--- src/rtl/core_pkg.sv ---
// Shared types and constants for the instruction/data memory port arbiter.
package core_pkg;

  typedef enum logic [1:0] {
    IDLE    = 2'd0,
    RD_WAIT = 2'd1,
    RESP    = 2'd2
  } arb_state_t;

  typedef enum logic {
    REQ_IF = 1'b0,
    REQ_DM = 1'b1
  } req_id_t;

  localparam int MEM_LAT_MIN = 1;
  localparam int MEM_LAT_MAX = 4;
  // Wide enough to hold MEM_LAT_MAX-1.
  localparam int CNT_W       = 2;

endpackage

--- src/rtl/mem_port_arbiter_arb_pick.sv ---
// Data-first selector between fetch and data requesters; last_dm hands the
// next contested grant to fetch so it cannot be starved.
module arb_pick
  import core_pkg::*;
(
  input  logic    if_elig,
  input  logic    dm_elig,
  input  logic    last_dm,
  output logic    gnt_valid,
  output req_id_t gnt_id
);

  // NOTE: every signal written in always_comb gets a default first; a path
  // that leaves one unassigned would infer a latch.
  always_comb begin
    gnt_valid = if_elig | dm_elig;
    gnt_id    = REQ_DM;
    if (if_elig && (!dm_elig || last_dm)) begin
      gnt_id = REQ_IF;
    end
  end

endmodule

--- src/rtl/mem_port_arbiter.sv ---
// Shares one single-port synchronous memory between fetch and data access,
// one transaction at a time: issue, optional read wait, one-cycle response.
module mem_port_arbiter
  import core_pkg::*;
#(
  parameter int ADDR_W      = 32,
  parameter int DATA_W      = 32,
  parameter int MEM_LATENCY = 2
) (
  input  logic              clk,
  input  logic              rst_n,
  input  logic              if_req,
  input  logic [ADDR_W-1:0] if_addr,
  output logic [DATA_W-1:0] if_rdata,
  output logic              if_valid,
  input  logic              dm_req,
  input  logic              dm_we,
  input  logic [ADDR_W-1:0] dm_addr,
  input  logic [DATA_W-1:0] dm_wdata,
  output logic [DATA_W-1:0] dm_rdata,
  output logic              dm_valid,
  output logic              mem_en,
  output logic              mem_we,
  output logic [ADDR_W-1:0] mem_addr,
  output logic [DATA_W-1:0] mem_wdata,
  input  logic [DATA_W-1:0] mem_rdata
);

  if (MEM_LATENCY < MEM_LAT_MIN || MEM_LATENCY > MEM_LAT_MAX) begin : g_bad_latency
    $error("mem_port_arbiter: MEM_LATENCY must be 1..4");
  end

  arb_state_t        state;
  logic [CNT_W-1:0]  cnt;
  logic              last_dm;
  req_id_t           cur_id;
  logic [ADDR_W-1:0] addr_q;
  logic [DATA_W-1:0] wdata_q;

  logic    if_elig;
  logic    dm_elig;
  logic    gnt_valid;
  req_id_t gnt_id;
  logic    issue;

  // A requester whose valid pulse is up this cycle is still holding the
  // request it just finished; masking it stops a duplicate issue.
  assign if_elig = if_req & ~if_valid;
  assign dm_elig = dm_req & ~dm_valid;

  arb_pick u_pick (
    .if_elig   (if_elig),
    .dm_elig   (dm_elig),
    .last_dm   (last_dm),
    .gnt_valid (gnt_valid),
    .gnt_id    (gnt_id)
  );

  // RESP grants exactly like IDLE, so back-to-back accesses have no bubble.
  // Gating with rst_n keeps the combinational strobe quiet during reset.
  assign issue = rst_n && (state != RD_WAIT) && gnt_valid;

  always_comb begin
    mem_en    = issue;
    mem_we    = 1'b0;
    mem_addr  = addr_q;
    mem_wdata = wdata_q;
    if (issue) begin
      if (gnt_id == REQ_DM) begin
        mem_we    = dm_we;
        mem_addr  = dm_addr;
        mem_wdata = dm_wdata;
      end else begin
        mem_addr  = if_addr;
      end
    end
  end

  // NOTE: sequential state uses non-blocking assignments so every register
  // samples pre-edge values regardless of statement order.
  always_ff @(posedge clk or negedge rst_n) begin
    if (!rst_n) begin
      state    <= IDLE;
      cnt      <= '0;
      last_dm  <= 1'b0;
      cur_id   <= REQ_IF;
      addr_q   <= '0;
      wdata_q  <= '0;
      if_valid <= 1'b0;
      dm_valid <= 1'b0;
      if_rdata <= '0;
      dm_rdata <= '0;
    end else begin
      if_valid <= 1'b0;
      dm_valid <= 1'b0;
      case (state)
        RD_WAIT: begin
          if (cnt == '0) begin
            state <= RESP;
            if (cur_id == REQ_DM) begin
              dm_rdata <= mem_rdata;
              dm_valid <= 1'b1;
            end else begin
              if_rdata <= mem_rdata;
              if_valid <= 1'b1;
            end
          end else begin
            cnt <= cnt - 1'b1;
          end
        end
        default: begin
          if (issue) begin
            last_dm <= (gnt_id == REQ_DM);
            cur_id  <= gnt_id;
            addr_q  <= mem_addr;
            wdata_q <= mem_wdata;
            // A store needs no read data, so it completes on the next cycle.
            if (gnt_id == REQ_DM && dm_we) begin
              state    <= RESP;
              dm_valid <= 1'b1;
            end else begin
              state <= RD_WAIT;
              cnt   <= CNT_W'(MEM_LATENCY - 1);
            end
          end else begin
            state <= IDLE;
          end
        end
      endcase
    end
  end

  a_valid_exclusive : assert property (@(posedge clk) disable iff (!rst_n)
    !(if_valid && dm_valid));

endmodule

--- config.mk ---
export PLATFORM = sky130hd
export DESIGN_NAME = mem_port_arbiter
export DESIGN_NICKNAME = d
export VERILOG_FILES = /design/src/rtl/core_pkg.sv /design/src/rtl/mem_port_arbiter_arb_pick.sv /design/src/rtl/mem_port_arbiter.sv
export SDC_FILE = /design/constraint.sdc
export NUM_CORES = 1
export LEC_CHECK = 0
export BUFFER_PORTS_ARGS = -buffer_cell sky130_fd_sc_hd__clkbuf_2
export CELL_PAD_IN_SITES_DETAIL_PLACEMENT = 1
export CELL_PAD_IN_SITES_GLOBAL_PLACEMENT = 1
export CORE_UTILIZATION = 41
export CTS_BUF_LIST = sky130_fd_sc_hd__clkbuf_8
export CTS_CLUSTER_DIAMETER = 150
export CTS_CLUSTER_SIZE = 12
export DETAILED_ROUTE_END_ITERATION = 10
export GPL_TIMING_DRIVEN = 0
export PLACE_DENSITY_LB_ADDON = 0.25
export SLEW_MARGIN = 20
export SYNTH_ARGS = -nofsm -noshare
export SYNTH_HDL_FRONTEND = slang
export SYNTH_SLANG_ARGS = --single-unit
--- constraint.sdc ---
create_clock -name clk -period 2.9 [get_ports clk]
set_clock_uncertainty 0.15 [all_clocks]
set_input_delay 0.145 -clock clk [delete_from_list [all_inputs] [get_ports clk]]
set_output_delay 0.145 -clock clk [all_outputs]
set_load 0.02 [all_outputs]
Yosys cells after proc, flatten, opt, wreduce, memory -nomap -nowiden

Index checks and enable logic that the tools add are counted.

Shift-type cells: 0
Bitwise gates (word level): 7
Multipliers: 0
Add/sub/neg operators: 1
Reductions and logical operators: 12
Eq/ne operators: 5
Order comparisons: 0
Mux-type cells: 23
Div/mod/pow operators: 0

Operators by type and width:

| operator                                             | number |
|---|---|
| 2-to-1 mux 32 bit                                    | 4 |
| 2-to-1 mux 2 bit                                     | 8 |
| 2-to-1 mux 1 bit                                     | 11 |
| AND reduction 3 bit                                  | 3 |
| logical AND 1 bit                                    | 4 |
| != test 2 x 1 -> 1 bit (second input constant)       | 2 |
| != test 2 bit (second input constant)                | 2 |
| inverter 1 bit                                       | 4 |
| bitwise AND 1 bit                                    | 2 |
| equality test 2 x 1 -> 1 bit (second input constant) | 1 |
| logical NOT 2 bit                                    | 1 |
| AND reduction 2 bit                                  | 1 |
| nonzero test 2 bit                                   | 1 |
| subtractor 2 x 1 -> 2 bit (second input constant)    | 1 |
| logical NOT 1 bit                                    | 1 |
| logical OR 1 bit                                     | 1 |
| OR 1 bit                                             | 1 |

Bits of input ports: 133
ROM bits: 0
Memories: 0
Output and inout port bits: 132
Memory bits (writable): 0
Register bits after elaboration: 135
Word-level logic and storage cells: 57
Latch bits: 0

Longest topological paths before layout

Gate-level depths: netlist (run 1).

Depth after elaboration: 10
Depth in mapped cells: 7
Depth with buffers taken out: 5

Hierarchy

A second synthesis (run 1) with hierarchy kept.

Cells, all modules: 454
Area total of the unflattened synthesis: 6,019.5 µm²

By module, submodules not included:

| module           | cells each | times used | sequential area each (µm²) | area an instance (µm²) |
|---|---|---|---|---|
| mem_port_arbiter | 451        | 1          | 3,378.2                    | 6,004.5 |
| arb_pick         | 3          | 1          | 0.0                        | 15.0 |

Worst setup path before layout (run 1)

No wires, ideal clock.

Path kind: reg-to-output
Start point: register dm_valid
End point: output port mem_addr[22]
Data arrival time: 1,738 ps
Stages on the path, launching flop included: 7
Setup slack: 867 ps
Buffers on the path: 2
Data required time: 2,605 ps
Cells stage by stage: dfrtp_1 -> nor3b_2 -> nand2b_1 -> buf_2 -> clkbuf_1 -> nand2_1 -> a31oi_1

Longest elaborated chain between the ends: 7
Elaborated cells on any way between the ends: 9
Classes of those cells: mux (2); bitwise (3); reduce/logical (4)

Ends and longest elaborated chain:

| element                  | RTL line                        | text |
|---|---|---|
| start: declaration       | mem_port_arbiter.sv:21          | `output logic dm_valid,` |
| start signal: assignment | mem_port_arbiter.sv:90          | `dm_valid <= 1'b0;` |
| start signal: assignment | mem_port_arbiter.sv:95          | `dm_valid <= 1'b0;` |
| start signal: assignment | mem_port_arbiter.sv:102         | `dm_valid <= 1'b1;` |
| inverter 1 bit *         | mem_port_arbiter.sv:49          | `assign dm_elig = dm_req & ~dm_valid;` |
| bitwise AND 1 bit *      | mem_port_arbiter.sv:49          |  |
| logical NOT 1 bit        | mem_port_arbiter_arb_pick.sv:18 | `if (if_elig && (!dm_elig \|\| last_dm)) begin` |
| logical OR 1 bit         | mem_port_arbiter_arb_pick.sv:18 |  |
| logical AND 1 bit        | mem_port_arbiter_arb_pick.sv:18 |  |
| 2-to-1 mux 32 bit        | mem_port_arbiter.sv:69          | `if (gnt_id == REQ_DM) begin` |
| 2-to-1 mux 32 bit *      | mem_port_arbiter.sv:68          | `if (issue) begin` |
| end: declaration         | mem_port_arbiter.sv:24          | `output logic [ADDR_W-1:0] mem_addr,` |

Mark *: on every way between the ends. The rest lies on a longest branch, timed or not.

Final worst setup path (run 1)

Start point: register if_valid
End point: output port mem_addr[30]

Longest elaborated chain between the ends: 5
Elaborated cells on any way between the ends: 7
Classes of those cells: mux (2); bitwise (3); reduce/logical (2)

Ends and longest elaborated chain:

| element                                                       | RTL line                                                         | text |
|---|---|---|
| start: declaration                                            | mem_port_arbiter.sv:15                                           | `output logic if_valid,` |
| start signal: assignment                                      | mem_port_arbiter.sv:89                                           | `if_valid <= 1'b0;` |
| start signal: assignment                                      | mem_port_arbiter.sv:94                                           | `if_valid <= 1'b0;` |
| start signal: assignment                                      | mem_port_arbiter.sv:105                                          | `if_valid <= 1'b1;` |
| inverter 1 bit *                                              | mem_port_arbiter.sv:48                                           | `assign if_elig = if_req & ~if_valid;` |
| bitwise AND 1 bit *                                           | mem_port_arbiter.sv:48                                           |  |
| logical AND 1 bit / OR 1 bit (equally long branches)          | mem_port_arbiter_arb_pick.sv:18, mem_port_arbiter_arb_pick.sv:16 |  |
| 2-to-1 mux 32 bit / logical AND 1 bit (equally long branches) | mem_port_arbiter.sv:69, mem_port_arbiter.sv:61                   |  |
| 2-to-1 mux 32 bit *                                           | mem_port_arbiter.sv:68                                           |  |

Marked as above.

==> impl_results.md, run 1 <==
* CTS clk-pin slew, worst paths at ~0.080 ns
* Hold WS at slightly above 0.07 ns
* Worst EP required at between 2 and 3 ns
* Remaining DRCs at 0
* # fillers at approximately 1600
* Synth warn at 0
* Worst-Skew Late Latency at between 0.4 and 0.5 ns
* FF-to-FF path depth at 6
* Worst-Margin Slew at 0.530 ns
* Largest net degree at the start of global routing at 71
* Syn_nets at around 600
* Pwr/cell area at approximately 1100 nW/um2
* Die H at 124 um
* Layout cells sized above 1 at 49.1%
* Cell variety after synth at 19
* Post-layout util at between 60% and 70%
* Reg-to-reg slack, setup at between 0.2 and 0.25 ns
* Vias at around 5600
* Crit end category: output port
* Sink Count at around 140
* Antenna violations before repair at 1
* Overall power at approximately 10000 uW
* Share of the synthesized area in the top cell type at 55.3%
* WHS Path Cells at 5
* Slew headroom at around 65%
* Detail Placement HPWL at 12900 um
* Final Hold Viols at 0
* Fin crit share at just over 90%
* Fin crit period at about 2.7 ns
* Async S/R FF share, synth at between 90% and 100%
* CP max stage delay at 0.41 ns
* Iter 0 DRT Violations at roughly 180
* Remaining global-route overflow at 0
* Chip width at between 100 and 150 um
* Placer Congestion at between 0.7 and 0.8
* CP Class: reg -> out
* First-pass GRT wire length at 32700 um
* Reg-to-reg endpoint: addr_q[9]
* Commonest cells post-synth: dfrtp_1, mux2_2, nand2_1, a31oi_1, mux2_4
* Main synth FF type: dfrtp_1
* Cells after synthesis at about 480
* Number of synthesized flops with an enable pin at 0
* Final worst slack at 0.198 ns
* Core ar. at ~15000 um2
* Final setup violation count at 0
* IR drop worst, VDD at ~0.00061 V
* TritonRoute pass-1 iters at 4
* Vias in the first global route at about 6300
* Num CTS Buffers at 17
* Register area share after synthesis at ~55%
* Startpoint Class: flop
* # IOs at between 200 and 300
* ANT nets after route at 0
* Crit path cell chain: nor2b_1 -> o211a_1 -> clkbuf_1 -> buf_2 -> nor2_1 -> a31oi_1 -> clkbuf_2
* Fin nets at 1033
* Hold Crit Start: if_req
* Most frequent cell after synthesis: dfrtp_1
* Setup slack after placement at roughly 0.45 ns
* Clock buffer depth at 2
* Syn avg cell area at ~13 um2
* #FFs+latches synth at between 100 and 150
* Max Fclk at ~370 MHz
* Final Slew Violations at 0
* Drt total wl at around 21000 um
* Leakage at between 0.004 and 0.005 uW
* Worst flop-to-flop path startpoint: if_valid
* Initial cell density of the core at 42.0%
* Port buffer count at 264
* CTS root buf: clkbuf_8
* Ranking of synthesized cells by area: dfrtp_1, mux2_2, mux2_4
* Mapped cell area at around 6000 um2
* Crit path DAT at 2.41 ns
* CTS tree: yes
* Max cap viols at 0
* Drt wl/cell at around 20 um
* Highest net fanout along the worst path at 10
* Hold Crit Class: in -> reg
* Row count at 44
* RSZ-0062 raised after global routing: no
* Hold endpoint: cnt[0]
* CP startpoint: if_valid
* Critical path's slowest cell: dfrtp_1
* Drt via density at 5.07
* Htree depth at 4
* Outcome: completed
* Yosys top cell by area: dfrtp_1
* Synthesis-to-layout area growth at 54.0%
* Gr usage total at around 28%
* Area of the die at 15400 um2
-- power by group --
part	leakage, uW	internal, uW	total (uW)	switching, uW
clock network	0.000188	694	1510	819
logic	0.00292	2530	5590	3060
registers	0.00158	2830	3360	536
total	0.00470	6050	10500	4420
-- cells by family after synthesis --
kind of cell,count (synthesis),share of synthesized area (%)
AO/OA/AOI/OAI,69,7.11
XOR/XNOR,1,0.143
adder cells (fa/ha/maj),1,0.205
buffers and inverters,35,3.13
flip-flops,135,55.3
multiplexers,128,26.6
AND/OR/NAND/NOR,115,7.50
-- registers in the layout, summed over array words and instances (netlist names) --
register,count
addr_q,32
cnt,2
cur_id,1
dm_rdata,32
dm_valid,1
if_rdata,32
if_valid,1
state,2
wdata_q,32
-- area by class of cell --
| type | count | area (um2) | area share (%) |
|---|---|---|---|
| Timing Repair Buffer | 396 | 2690 | 28.6 |
| Clock inverter | 15 | 139 | 1.48 |
| Tap cell | 184 | 230 | 2.45 |
| Clock buffer | 17 | 234 | 2.49 |
| Multi-Input combinational cell | 314 | 2540 | 27.0 |
| Buffer | 31 | 181 | 1.93 |
| Sequential cell | 135 | 3380 | 35.9 |
| Antenna cell | 1 | 2.50 | 0.0266 |
| Inverter | 4 | 15.0 | 0.160 |
-- cells in the final DEF (no fill, tap or decap), types with 2 or more instances in the layout --
master and count:
clkinv_2 2, inv_6 7, clkbuf_8 18, nand2_1 70, clkbuf_2 267, mux2_4 49, dlygate4sd3_1 130, buf_16 2
clkbuf_1 9, inv_1 5, nand2b_1 3, o21ai_0 3, mux2_2 79, buf_2 12, dfrtp_1 135, buf_6 6
nand3_1 2, nor2b_1 3, clkinvlp_4 3, a31oi_1 64, nor2_1 36
-- metal layers --
layer	wire length (um)	vias to the layer above	global-route usage (%)
met3	1240	46	7.74
met5	0	-	0
li1	-	2545	-
met4	583	0	12.1
met1	7740	2786	28.8
met2	11800	187	54.0
-- stage by stage --
step                      instances  area (um2)  setup TNS [ns]
after floorplan                 484        6110               0
after global placement          932        7660         -254.74
after detailed placement        933        7700               0
after CTS                      1096        9400               0
after global routing           1097        9410               0
final                          1097        9410               0
-- critical path, delay by kind of cell, from the launching register on --
kind | cells | cell delay, ns
buf+inv | 3 | 0.89
simple gates | 2 | 0.25
compound gates | 2 | 0.41
flops | 1 | 0.41
-- worst max path at each step --
stage	depth (start not counted)	end	slack, ns
floorplan	6	mem_addr[22]	0.87
global placement	7	mem_addr[29]	-1.62
detailed placement	7	mem_addr[30]	0.45
CTS	7	mem_addr[30]	0.09
global route	6	mem_addr[1]	0.02
finish	7	mem_addr[30]	0.20
-- repair_timing --
action                                 in CTS  in global routing
resized for setup                           0                  8
endpoints found under the hold margin     200                  0
buffers inserted                            0                  0
hold buffers                              131                  0
setup endpoints to repair                   0                 20
Note: power is estimated with default switching activity, not from simulation.
==> inputs of run 2 (changes only) <==
clock period = 3.4 ns   (was 2.9 ns; I/O delays follow)
==> impl_results.md, run 2 (synthesis gave the netlist of run 1 again) <==
* Worst-Skew Late Latency at 0.45 ns (about the same)
* Area of the die at 15400 um2 (unchanged)
* Die H at 124 um (unchanged)
* ANT nets after route at 0 (unchanged)
* Outcome: completed (unchanged)
* TritonRoute pass-1 iters at 6 (was 4)
* Remaining DRCs at 0 (unchanged)
* Met2 Usage GRT at 53.7% (was 54.0%)
* # IOs at 265 (unchanged)
* Crit path top cell by count: clkbuf_1
* Worst-Margin Slew at 0.576 ns (was 0.530 ns)
* Worst EP required at 3.08 ns (was 2.61 ns)
* CP Class: in -> out (was reg -> out)
* Hold Crit Class: in -> reg (unchanged)
* Max Fclk at about 330 MHz
* TNS Setup at 0 ns (unchanged)
* Gr usage total at 28.2% (was 28.4%)
* Port buffer count at 264 (unchanged)
* Final setup violation count at 0 (unchanged)
* Placed cell count at 933 (unchanged)
* Startpoint Class: input pin (was flop)
* GRT met1 Usage at 28.4% (was 28.8%)
* CP max stage delay at 0.55 ns (was 0.41 ns)
* Leakage at 0.00467 uW (was 0.00470 uW)
* Pwr/cell area at 951 nW/um2 (was 1110 nW/um2)
* Clock buffer depth at 2 (unchanged)
* Critical path's slowest cell: dlygate4sd3_1 (was dfrtp_1)
* Placer Congestion at 0.789 (unchanged)
* Busiest grt layer: met2 (unchanged)
* Met3 Use GR at 8.38% (was 7.74%)
* CTS root buf: clkbuf_8 (unchanged)
* Post-CTS setup buffers at 0 (unchanged)
* Fin crit share at slightly below 90%
* Htree depth at 4 (unchanged)
* Slew headroom at 61.6% (was 64.6%)
* Buf+Inv Stages, Crit Path at 5 (was 3)
* Max cap viols at 0 (unchanged)
* Num CTS Buffers at 17 (unchanged)
* Antenna violations before repair at 1 (unchanged)
* Final Hold Viols at 0 (unchanged)
* Vias at 5539 (was 5564)
* Drt wl/cell at 19.3 um (was 19.4 um)
* Highest net fanout along the worst path at 67 (was 10)
* Core ar. at 14500 um2 (unchanged)
* Fin crit period at about 3 ns
* Row count at 44 (unchanged)
* Commonest non-fill, non-tap cells in the layout: clkbuf_2, dfrtp_1, dlygate4sd3_1 (unchanged)
* Vias in the first global route at 6282 (was 6341)
* Iter 0 DRT Violations at 207 (was 179)
* Most common cell after layout, fill and taps aside: clkbuf_2 (unchanged)
* IR drop worst, VDD at 0.000518 V (was 0.000605 V)
* First-pass GRT wire length at 32300 um (was 32700 um)
* Detail Placement HPWL at 12900 um (unchanged)
* Remaining global-route overflow at 0 (unchanged)
* RSZ-0062 raised after global routing: no (unchanged)
* Chip width at 124 um (unchanged)
* Crit path cell chain: dlygate4sd3_1 -> clkbuf_8 -> o211a_1 -> clkbuf_1 -> clkbuf_1 -> a31oi_1 -> clkbuf_2 (was nor2b_1 -> o211a_1 -> clkbuf_1 -> buf_2 -> nor2_1 -> a31oi_1 -> clkbuf_2)
* # fillers at 1560 (was 1555)
* Layout cells sized above 1 at 48.6% (was 49.1%)
* Largest net degree at the start of global routing at 71 (unchanged)
* Drt via density at 5.05 (was 5.07)
* Crit path max-delay family: buffers and inverters (unchanged)
* Final Slew Violations at 0 (unchanged)
* Fin nets at 1032 (was 1033)
* CTS tree: yes (unchanged)
* Register area at 3380 um2 (unchanged)
* Cell Count, Final, Fillers Out at 1096 (was 1097)
* Multi-input gate area at 2540 um2 (unchanged)
* Crit end category: output port (unchanged)
* Synthesis-to-layout area growth at 53.4% (was 54.0%)
* Drt total wl at 21100 um (was 21300 um)
* CTS clk-pin slew, worst paths at 0.07 ns (was 0.08 ns)
* Sink Count at 135 (unchanged)
* Initial cell density of the core at 42.0% (unchanged)
* Crit path DAT at 2.69 ns (was 2.41 ns)
[run 2: cell types whose count changed in the layout (fill, tap and decap cells not counted)]
| cell | previous run | this run |
|---|---|---|
| clkbuf_1 | 9 | 13 |
| clkbuf_2 | 267 | 263 |
| buf_16 | 2 | 1 |
[run 2: path summary, 6_finish.rpt]
kind / startpoint / to / slack, ns / cells past startpoint
min reg2reg: if_rdata[0] / if_rdata[0] / 0.36 / 1
max in group asynchronous: rst_n / if_rdata[7] / 2.24 / 3
min in group asynchronous: rst_n / addr_q[16] / 0.12 / 2
max: rst_n / mem_addr[1] / 0.39 / 7
max reg2reg: if_valid / addr_q[11] / 0.77 / 6
min: if_req / cnt[0] / 0.09 / 5
[run 2: timing repair]
action	CTS	global route
hold endpoints to repair	198	0
endpoints found under the setup margin	0	0
gates resized for setup	0	0
hold buffers	130	0
[run 2: per-layer routing]
metal / vias up / share of wire, %
met2: 189 / 55
met5: - / 0
met4: 0 / 2.4
met3: 40 / 6.2
li1: 2545 / -
met1: 2765 / 36
[run 2: where the power goes]
group / leakage (uW) / internal [uW] / switching [uW]
logic: 0.00290 / 2150 / 2610
registers: 0.00158 / 2410 / 452
clock network: 0.000188 / 592 / 701
total: 0.00467 / 5150 / 3760
[run 2: worst min-delay path, cell delays in order]
cell	delay, ns
clkbuf_2	0.09
nand2b_1	0.09
o21ai_0	0.14
nand2_1	0.11
nand2_1	0.05
[run 2: final cells by class]
class	count	area share (%)
well taps	184	2.46
multi-input cells	314	27.1
flip-flops and latches	135	36.0
repair buffers	395	28.4
clock inverters	15	1.48
clock buffers	17	2.50
plain buffers	31	1.88
diodes	1	0.0267
inverters	4	0.160
[run 2: stage by stage]
stage	hold slack (ns)	util [%]	setup slack [ns]	power, uW	cell area [um2]
final	0.0947	64.5	0.386	8920	9370
after global routing	0.165	64.5	0.170	9430	9370
after CTS	0.0721	64.5	0.321	8830	9370
after detailed placement	0.0520	53.0	0.900	7110	7700
after global placement	0.266	52.7	-1.17	6920	7660
after floorplan	-0.276	-	1.34	5660	6110
